`config.mk`:
```
export PLATFORM = sky130hd
export DESIGN_NAME = rx_iq_packer
export DESIGN_NICKNAME = d
export VERILOG_FILES = /design/src/rtl/rx_iq_pkg.sv /design/src/rtl/rx_iq_fifo.sv /design/src/rtl/rx_iq_packer.sv
export SDC_FILE = /design/constraint.sdc
export NUM_CORES = 1
export LEC_CHECK = 0
export CORE_MARGIN = 2
export CORE_UTILIZATION = 40
export CTS_CLUSTER_DIAMETER = 50
export DETAILED_ROUTE_END_ITERATION = 8
export PLACE_DENSITY_LB_ADDON = 0.15
export RECOVER_POWER = 100
export SLEW_MARGIN = 25
export SYNTH_ARGS = -nofsm -noshare
export SYNTH_HDL_FRONTEND = slang
export SYNTH_SLANG_ARGS = --single-unit
```
`constraint.sdc`:
```
create_clock -name data_clk -period 6.1 [get_ports data_clk]
set_input_delay 1.22 -clock data_clk [delete_from_list [all_inputs] [get_ports data_clk]]
set_output_delay 1.22 -clock data_clk [all_outputs]
set_load 0.02 [all_outputs]
```
`src/rtl/rx_iq_pkg.sv`:
```
// Shared constants, FSM state type and lane helpers for the RX I/Q packer.
package rx_iq_pkg;

  localparam logic MODE_2R2T = 1'b0;
  localparam logic MODE_1R1T = 1'b1;

  localparam int SAMPLE_W = 12;
  localparam int LANE_W   = 16;
  localparam int WORD_W   = 4 * LANE_W;

  // Bit offsets of the four 16-bit lanes inside a packed word.
  localparam int LANE_D1_LO = 0;
  localparam int LANE_Q1_LO = 16;
  localparam int LANE_D2_LO = 32;
  localparam int LANE_Q2_LO = 48;

  typedef enum logic [1:0] {
    ST_OFF    = 2'd0,
    ST_WAIT_A = 2'd1,
    ST_WAIT_B = 2'd2
  } state_t;

  // Sign-extend one 12-bit two's-complement sample to a 16-bit lane.
  function automatic logic [LANE_W-1:0] sext(input logic [SAMPLE_W-1:0] s);
    return {{(LANE_W - SAMPLE_W){s[SAMPLE_W-1]}}, s};
  endfunction

endpackage

```
`src/rtl/rx_iq_fifo.sv`:
```
// Synchronous first-word-fall-through FIFO. A write while full is accepted
// only when a read happens in the same cycle.
module rx_iq_fifo #(
  parameter int WIDTH = 65,
  parameter int DEPTH = 16
) (
  input  logic                     clk,
  input  logic                     rst_n,
  input  logic                     wr_en,
  input  logic [WIDTH-1:0]         wr_data,
  input  logic                     rd_en,
  output logic [WIDTH-1:0]         rd_data,
  output logic                     empty,
  output logic                     full,
  output logic                     wr_ack,
  output logic [$clog2(DEPTH):0]   level
);

  localparam int AW = $clog2(DEPTH);

  logic [WIDTH-1:0] mem [DEPTH];
  logic [AW-1:0]    wr_ptr;
  logic [AW-1:0]    rd_ptr;
  logic             rd_ack;

  assign empty   = (level == '0);
  assign full    = (level == (AW+1)'(DEPTH));
  assign wr_ack  = wr_en && (!full || rd_en);
  assign rd_ack  = rd_en && !empty;
  // Head entry is presented directly; zero when empty so reset clears the bus.
  assign rd_data = empty ? '0 : mem[rd_ptr];

  // Storage write.
  // NOTE: the data array has no reset; emptiness is tracked by the pointers
  // and level, so clearing the RAM would only cost logic and block RAM mapping.
  always_ff @(posedge clk) begin
    if (wr_ack) mem[wr_ptr] <= wr_data;
  end

  // Pointer and occupancy tracking.
  // NOTE: sequential state is always assigned with <= so every register
  // samples the pre-edge values of its neighbours.
  always_ff @(posedge clk) begin
    if (!rst_n) begin
      wr_ptr <= '0;
      rd_ptr <= '0;
      level  <= '0;
    end else begin
      if (wr_ack) wr_ptr <= wr_ptr + 1'b1;
      if (rd_ack) rd_ptr <= rd_ptr + 1'b1;
      case ({wr_ack, rd_ack})
        2'b10:   level <= level + 1'b1;
        2'b01:   level <= level - 1'b1;
        default: level <= level;
      endcase
    end
  end

endmodule

```
`src/rtl/rx_iq_packer.sv`:
```
// Packs ADC I/Q samples into 64-bit AXI-Stream words (2R2T: one sample per
// channel per word; 1R1T: two consecutive ch1 samples per word), buffers them
// in a FWFT FIFO and marks every PKT_LEN-th accepted word with tlast.
module rx_iq_packer
  import rx_iq_pkg::*;
#(
  parameter int FIFO_DEPTH = 16,
  parameter int PKT_LEN    = 256
) (
  input  logic                          data_clk,
  input  logic                          rst_n,
  input  logic                          enable,
  input  logic                          phy_mode,
  input  logic                          adc_d1q1_valid,
  input  logic                          adc_d2q2_valid,
  input  logic [SAMPLE_W-1:0]           adc_data_d1,
  input  logic [SAMPLE_W-1:0]           adc_data_q1,
  input  logic [SAMPLE_W-1:0]           adc_data_d2,
  input  logic [SAMPLE_W-1:0]           adc_data_q2,
  input  logic                          m_axis_tready,
  input  logic                          ovf_clr,
  output logic [WORD_W-1:0]             m_axis_tdata,
  output logic                          m_axis_tvalid,
  output logic                          m_axis_tlast,
  output logic                          overflow,
  output logic [15:0]                   drop_cnt,
  output logic [$clog2(FIFO_DEPTH):0]   fifo_level
);

  localparam int CNT_W = (PKT_LEN > 1) ? $clog2(PKT_LEN) : 1;

  state_t              state, next_state;
  logic                cap1, cap2, cap_any;
  logic                mode_q, mode_chg;
  logic [2*LANE_W-1:0] low_half, cur_lo, hi_half;
  logic                store_low, word_wr, word_cur_lo, fsm_drop;
  logic [WORD_W-1:0]   word;
  logic [CNT_W-1:0]    wcnt;
  logic                tlast_in;
  logic                fifo_full, fifo_empty, wr_ack, rd_en, fifo_drop;
  logic [16:0]         drop_sum;
  logic [1:0]          drop_inc;

  // Strobes lead their data by one cycle; delay them to line up with data.
  always_ff @(posedge data_clk) begin
    if (!rst_n) begin
      cap1   <= 1'b0;
      cap2   <= 1'b0;
      mode_q <= MODE_2R2T;
    end else begin
      cap1   <= adc_d1q1_valid;
      cap2   <= adc_d2q2_valid;
      mode_q <= phy_mode;
    end
  end

  assign cap_any  = cap1 | cap2;
  assign mode_chg = (phy_mode != mode_q);

  // FSM state register.
  always_ff @(posedge data_clk) begin
    if (!rst_n) state <= ST_OFF;
    else        state <= next_state;
  end

  // Next-state and datapath control. Simultaneous ch1+ch2 in 2R2T is treated
  // as ch1 arriving first, so the pair completes a word in one cycle.
  // NOTE: every signal driven here gets a default first so no latch is inferred.
  always_comb begin
    next_state  = state;
    store_low   = 1'b0;
    word_wr     = 1'b0;
    word_cur_lo = 1'b0;
    fsm_drop    = 1'b0;
    if (!enable) begin
      next_state = ST_OFF;
    end else if (state == ST_OFF || mode_chg) begin
      next_state = ST_WAIT_A;
    end else if (phy_mode == MODE_1R1T) begin
      if (cap_any) begin
        if (state == ST_WAIT_A) begin
          store_low  = 1'b1;
          next_state = ST_WAIT_B;
        end else begin
          word_wr    = 1'b1;
          next_state = ST_WAIT_A;
        end
      end
    end else begin
      case (state)
        ST_WAIT_A: begin
          if (cap1 && cap2) begin
            word_wr     = 1'b1;
            word_cur_lo = 1'b1;
          end else if (cap1) begin
            store_low  = 1'b1;
            next_state = ST_WAIT_B;
          end else if (cap2) begin
            fsm_drop = 1'b1;
          end
        end
        ST_WAIT_B: begin
          if (cap1 && cap2) begin
            word_wr     = 1'b1;
            word_cur_lo = 1'b1;
            fsm_drop    = 1'b1;
            next_state  = ST_WAIT_A;
          end else if (cap2) begin
            word_wr    = 1'b1;
            next_state = ST_WAIT_A;
          end else if (cap1) begin
            store_low = 1'b1;
            fsm_drop  = 1'b1;
          end
        end
        default: next_state = ST_OFF;
      endcase
    end
  end

  assign cur_lo  = {sext(adc_data_q1), sext(adc_data_d1)};
  assign hi_half = (phy_mode == MODE_1R1T) ? cur_lo
                                           : {sext(adc_data_q2), sext(adc_data_d2)};
  assign word    = {hi_half, word_cur_lo ? cur_lo : low_half};

  // Low half of the word being assembled.
  always_ff @(posedge data_clk) begin
    if (!rst_n)         low_half <= '0;
    else if (store_low) low_half <= cur_lo;
  end

  // Packet word counter: advances only on accepted writes, cleared when idle.
  always_ff @(posedge data_clk) begin
    if (!rst_n || !enable) begin
      wcnt <= '0;
    end else if (wr_ack) begin
      if (tlast_in) wcnt <= '0;
      else          wcnt <= wcnt + 1'b1;
    end
  end

  assign tlast_in = (wcnt == CNT_W'(PKT_LEN - 1));
  assign rd_en    = m_axis_tvalid & m_axis_tready;

  rx_iq_fifo #(
    .WIDTH (WORD_W + 1),
    .DEPTH (FIFO_DEPTH)
  ) u_fifo (
    .clk     (data_clk),
    .rst_n   (rst_n),
    .wr_en   (word_wr),
    .wr_data ({tlast_in, word}),
    .rd_en   (rd_en),
    .rd_data ({m_axis_tlast, m_axis_tdata}),
    .empty   (fifo_empty),
    .full    (fifo_full),
    .wr_ack  (wr_ack),
    .level   (fifo_level)
  );

  assign m_axis_tvalid = !fifo_empty;
  assign fifo_drop     = word_wr & fifo_full & ~rd_en;
  assign drop_inc      = {1'b0, fsm_drop} + {1'b0, fifo_drop};
  assign drop_sum      = {1'b0, drop_cnt} + 17'(drop_inc);

  // Sticky overflow flag and saturating drop counter; clear wins.
  always_ff @(posedge data_clk) begin
    if (!rst_n || ovf_clr) begin
      overflow <= 1'b0;
      drop_cnt <= '0;
    end else begin
      if (fifo_drop) overflow <= 1'b1;
      drop_cnt <= drop_sum[16] ? 16'hFFFF : drop_sum[15:0];
    end
  end

endmodule

```
==> flow_metrics.py <==
metrics = {
    "hold_path": {
        "timing.hold.worst.class": "reg -> reg",
    },
    "drt": {
        "num_vias": 17300,
        "met2_wirelength_mm": 42.90,
        "drt_wl_total_mm": 85.18,
        "topRoutingLayerUsed": "met5",
        "ant_nets": 0,
        "met3_length_mm": 4.528,
        "detail_route.iter0.violations": 1427,
        "wl_met1_mm": 35.88,
        "route.detailed.drc": 0,
        "drtPass1Iterations": 8,
        "detail_routed_via_count_per_cell": 5.525,
        "drt-wirelength-per-cell_um": 27.21,
    },
    "clocking": {
        "clkSlewWorstSetupHoldPaths_ns": 0.06,
        "ctsHtreeMaxLevel": 3,
        "cts_tree": "done",
        "clockBufferDepth": 3,
        "cts_hold_buf": 0,
        "cts.sink_count": 855,
        "post-cts-setup-buffers": 0,
        "worst_skew_pair.late_latency_ns": 0.64,
        "cts.repair.resized": 0,
        "clock-root-buffer": "clkbuf_16",
        "numCtsBuffers": 97,
    },
    "synth": {
        "synth_nets": 1804,
        "ys.warnings.count": 0,
        "seq_area_frac_synth_pct": 73.41,
        "syn-cell-area_mm2": 0.03401,
        "synthTopCellsByArea": "edfxtp_1 69%, mux4_2 11%, dfxtp_1 4.2%",
        "synth_largest_type_area_fraction_pct": 69.23,
        "synth_cell_type_count": 55,
        "synth_flop_cell": "edfxtp_1",
        "postSynthCellCount": 1731,
        "number_of_synthesized_flops_with_an_enable_pin": 784,
        "synth_top_cell_by_area": "edfxtp_1",
        "synth_top_cells_by_count": "784 x edfxtp_1, 173 x mux4_2, 129 x mux2i_1, 93 x mux2_2, 71 x dfxtp_1",
        "postSynthAreaPerCell_um2": 19.65,
        "synth_seq_cells": 855,
        "yosys.cell_count.top_type": "edfxtp_1",
        "synth-async-reset-ratio_pct": 0,
    },
    "sta": {
        "layout_worst_path_cycle_share_pct": 88.74,
        "period_needed_ns": 5.413,
        "finalHoldViolCount": 0,
        "slew_headroom_pct": -64.55,
        "setup_slack_ns": 0.6867,
        "unrepaired_setup_endpoints_after_global_routing": "no",
        "tightest_slew_ns": 2.468,
        "setup_viol": 0,
        "whs_ns": 0.4788,
        "final_max_slew_viol_count": 271,
        "final.setup.tns_ns": 0,
        "finalClockSkew_ns": 0.01662,
        "fmaxAchievable_mhz": 184.7,
    },
    "global_routing": {
        "grt_overflow": 0,
        "largest_net_degree_at_the_start_of_global_routing": 94,
        "grt_pass1_vias": 18010,
        "grt_use_total_pct": 19.68,
        "antenna_found_initial": 6,
        "grt_pass1_wl_mm": 123.6,
    },
    "power_and_ir_drop": {
        "internal-power_uw": 9991,
        "seq_power_share_pct": 50.7,
        "p_comb_share_pct": 2.6,
        "clock_power_share_pct": 46.8,
        "powerDensity_mw_per_mm2": 314.2,
        "vdd_drop_max_v": 0.0002291,
        "power.static_leakage_uw": 0.01214,
        "p_sw_share_pct": 20.64,
        "switch_pwr_uw": 2598,
    },
    "placement": {
        "gp_routability_congestion": 0.7675,
        "dp.final_hpwl_mm": 47.68,
        "place_worst_setup_slack_ns": 1.573,
        "buffer_ports.inserted": 143,
    },
    "floorplanning": {
        "io-pin-count": 144,
        "total_die_area_mm2": 0.08736,
        "initial_core_utilization_pct": 40.51,
        "die_w_um": 295.6,
        "design.core.area_mm2": 0.08395,
        "die_height_um": 295.6,
        "row_count": 106,
    },
    "flow_run": {
        "max_cap_violations": 7,
    },
    "run_status": {
        "failing_checks": "capacitance limit, slew limit",
        "run_status": "finished, violations left",
    },
    "cells_and_area": {
        "synthToLayoutAreaGrowth_pct": 17.81,
        "layout-drive-gt1-share_pct": 21.89,
        "number_of_filler_instances_in_the_final_layout": 6975,
        "finalNetCount": 1986,
    },
    "setup_path": {
        "start_kind": "flip-flop",
        "cp_max_fo": 26,
        "critical_path.slowest_cell": "nand2b_2",
        "cp_slowest_stage_delay_ns": 0.83,
        "cp_cell_sequence": "nor4_1 > nand2_1 > nand2b_2 > clkbuf_1 > o22ai_1 > dlygate4sd3_1",
        "crit_path_end_kind": "output port",
        "timing.critical_path.required_ns": 4.88,
        "critical_path_class": "reg -> out",
        "critPathArrivalTime_ns": 4.19,
    },
}
==> through the flow <==
stage	util, %	std cells	instance area (µm²)	total power (µW)
2_1_floorplan	-	1731	34010	6686
3_3_place_gp	43.93	2944	36880	6837
3_5_place_dp	44.03	2948	36960	6841
4_1_cts	47.92	3130	40230	12720
5_1_grt	47.72	3130	40060	12960
6_report	47.72	3131	40060	12590
==> power groups by stage <==
stage / sequential, µW / combinational (µW) / clock (µW)
after floorplan: 6500 / 187 / 0
after global placement: 6500 / 336 / 0
after detailed placement: 6500 / 339 / 0
after CTS: 6380 / 341 / 6000
after global routing: 6380 / 346 / 6240
final: 6380 / 323 / 5890
==> layout make-up <==
type / instances / area [µm²] / share of cell area [%]
antenna: 1 / 2.502 / 0.006246
clock inverter: 69 / 715.7 / 1.786
inverter: 18 / 70.07 / 0.1749
sequential: 855 / 24980 / 62.34
timing repair buffer: 194 / 1873 / 4.675
multi-input combinational: 747 / 8457 / 21.11
clock buffer: 113 / 2550 / 6.365
tap: 1134 / 1419 / 3.542
==> placed cells by master, fill, tap and decap left out, types with 5 or more instances in the layout <==
cell type | synthesis | final
buf_12 | 0 | 11
o21ai_0 | 27 | 27
dfxtp_1 | 71 | 68
clkinvlp_4 | 0 | 10
nand3_1 | 8 | 8
and3_1 | 20 | 9
nor2_1 | 47 | 47
clkbuf_16 | 0 | 99
and3_2 | 0 | 9
xor2_1 | 14 | 14
clkbuf_1 | 55 | 29
a21oi_1 | 50 | 50
clkdlybuf4s50_1 | 0 | 67
ha_1 | 15 | 15
clkinv_2 | 0 | 14
clkinv_4 | 0 | 8
mux2_2 | 93 | 45
mux4_2 | 173 | 173
edfxtp_1 | 784 | 784
clkbuf_2 | 0 | 5
inv_1 | 15 | 15
clkinv_1 | 1 | 14
bufinv_16 | 0 | 11
dlygate4sd3_1 | 0 | 75
nor2b_1 | 9 | 7
a211oi_1 | 23 | 23
buf_4 | 16 | 18
nand4_1 | 12 | 12
nand2_1 | 24 | 23
inv_6 | 0 | 10
mux2i_1 | 129 | 129
mux2_1 | 0 | 48
o22ai_1 | 49 | 49
==> critical path: cells and delay by family (launching register included) <==
family	cells	cell delay [ns]
simple gates	3	1.56
buf+inv	2	1.34
flops	1	0.36
compound gates	1	0.28
==> state kept, by name (all words and copies together), names as in the netlist, named ones only <==
name and cells:
cap1 1, cap2 1, drop_cnt 16, low_half 24
mode_q 1, overflow 1, state 2, u_fifo.level 5
u_fifo.mem 784, u_fifo.rd_ptr 4, u_fifo.wr_ptr 4, wcnt 8
==> path summary, 6_finish.rpt <==
kind | slack [ns] | to | cells after the start | start
max reg2reg | 1.14 | u_fifo.mem[9][63] | 8 | state[1]
min | 0.48 | wcnt[7] | 1 | wcnt[7]
max | 0.69 | m_axis_tdata[20] | 6 | u_fifo.level[0]
min reg2reg | 0.48 | wcnt[7] | 1 | wcnt[7]
==> metal layers <==
metal | up-vias | GRT usage [%]
met5 | - | 0
met2 | 517 | 33.34
li1 | 7454 | -
met1 | 9208 | 26.46
met3 | 117 | 2.977
met4 | 2 | 5.609
==> logic make-up (layout without fill, tap and decap cells) <==
kind of cell	count (synthesis)	in the layout	share of synthesized area, %
AO/OA/AOI/OAI	170	170	3.128
XOR/XNOR	18	18	0.4636
adder cells (fa/ha/maj)	17	17	0.6696
buffers and inverters	129	394	1.788
flip-flops	855	855	73.41
multiplexers	395	395	18.33
other	0	1	0
AND/OR/NAND/NOR	147	147	2.208
Power figures use the tool's default switching activity.
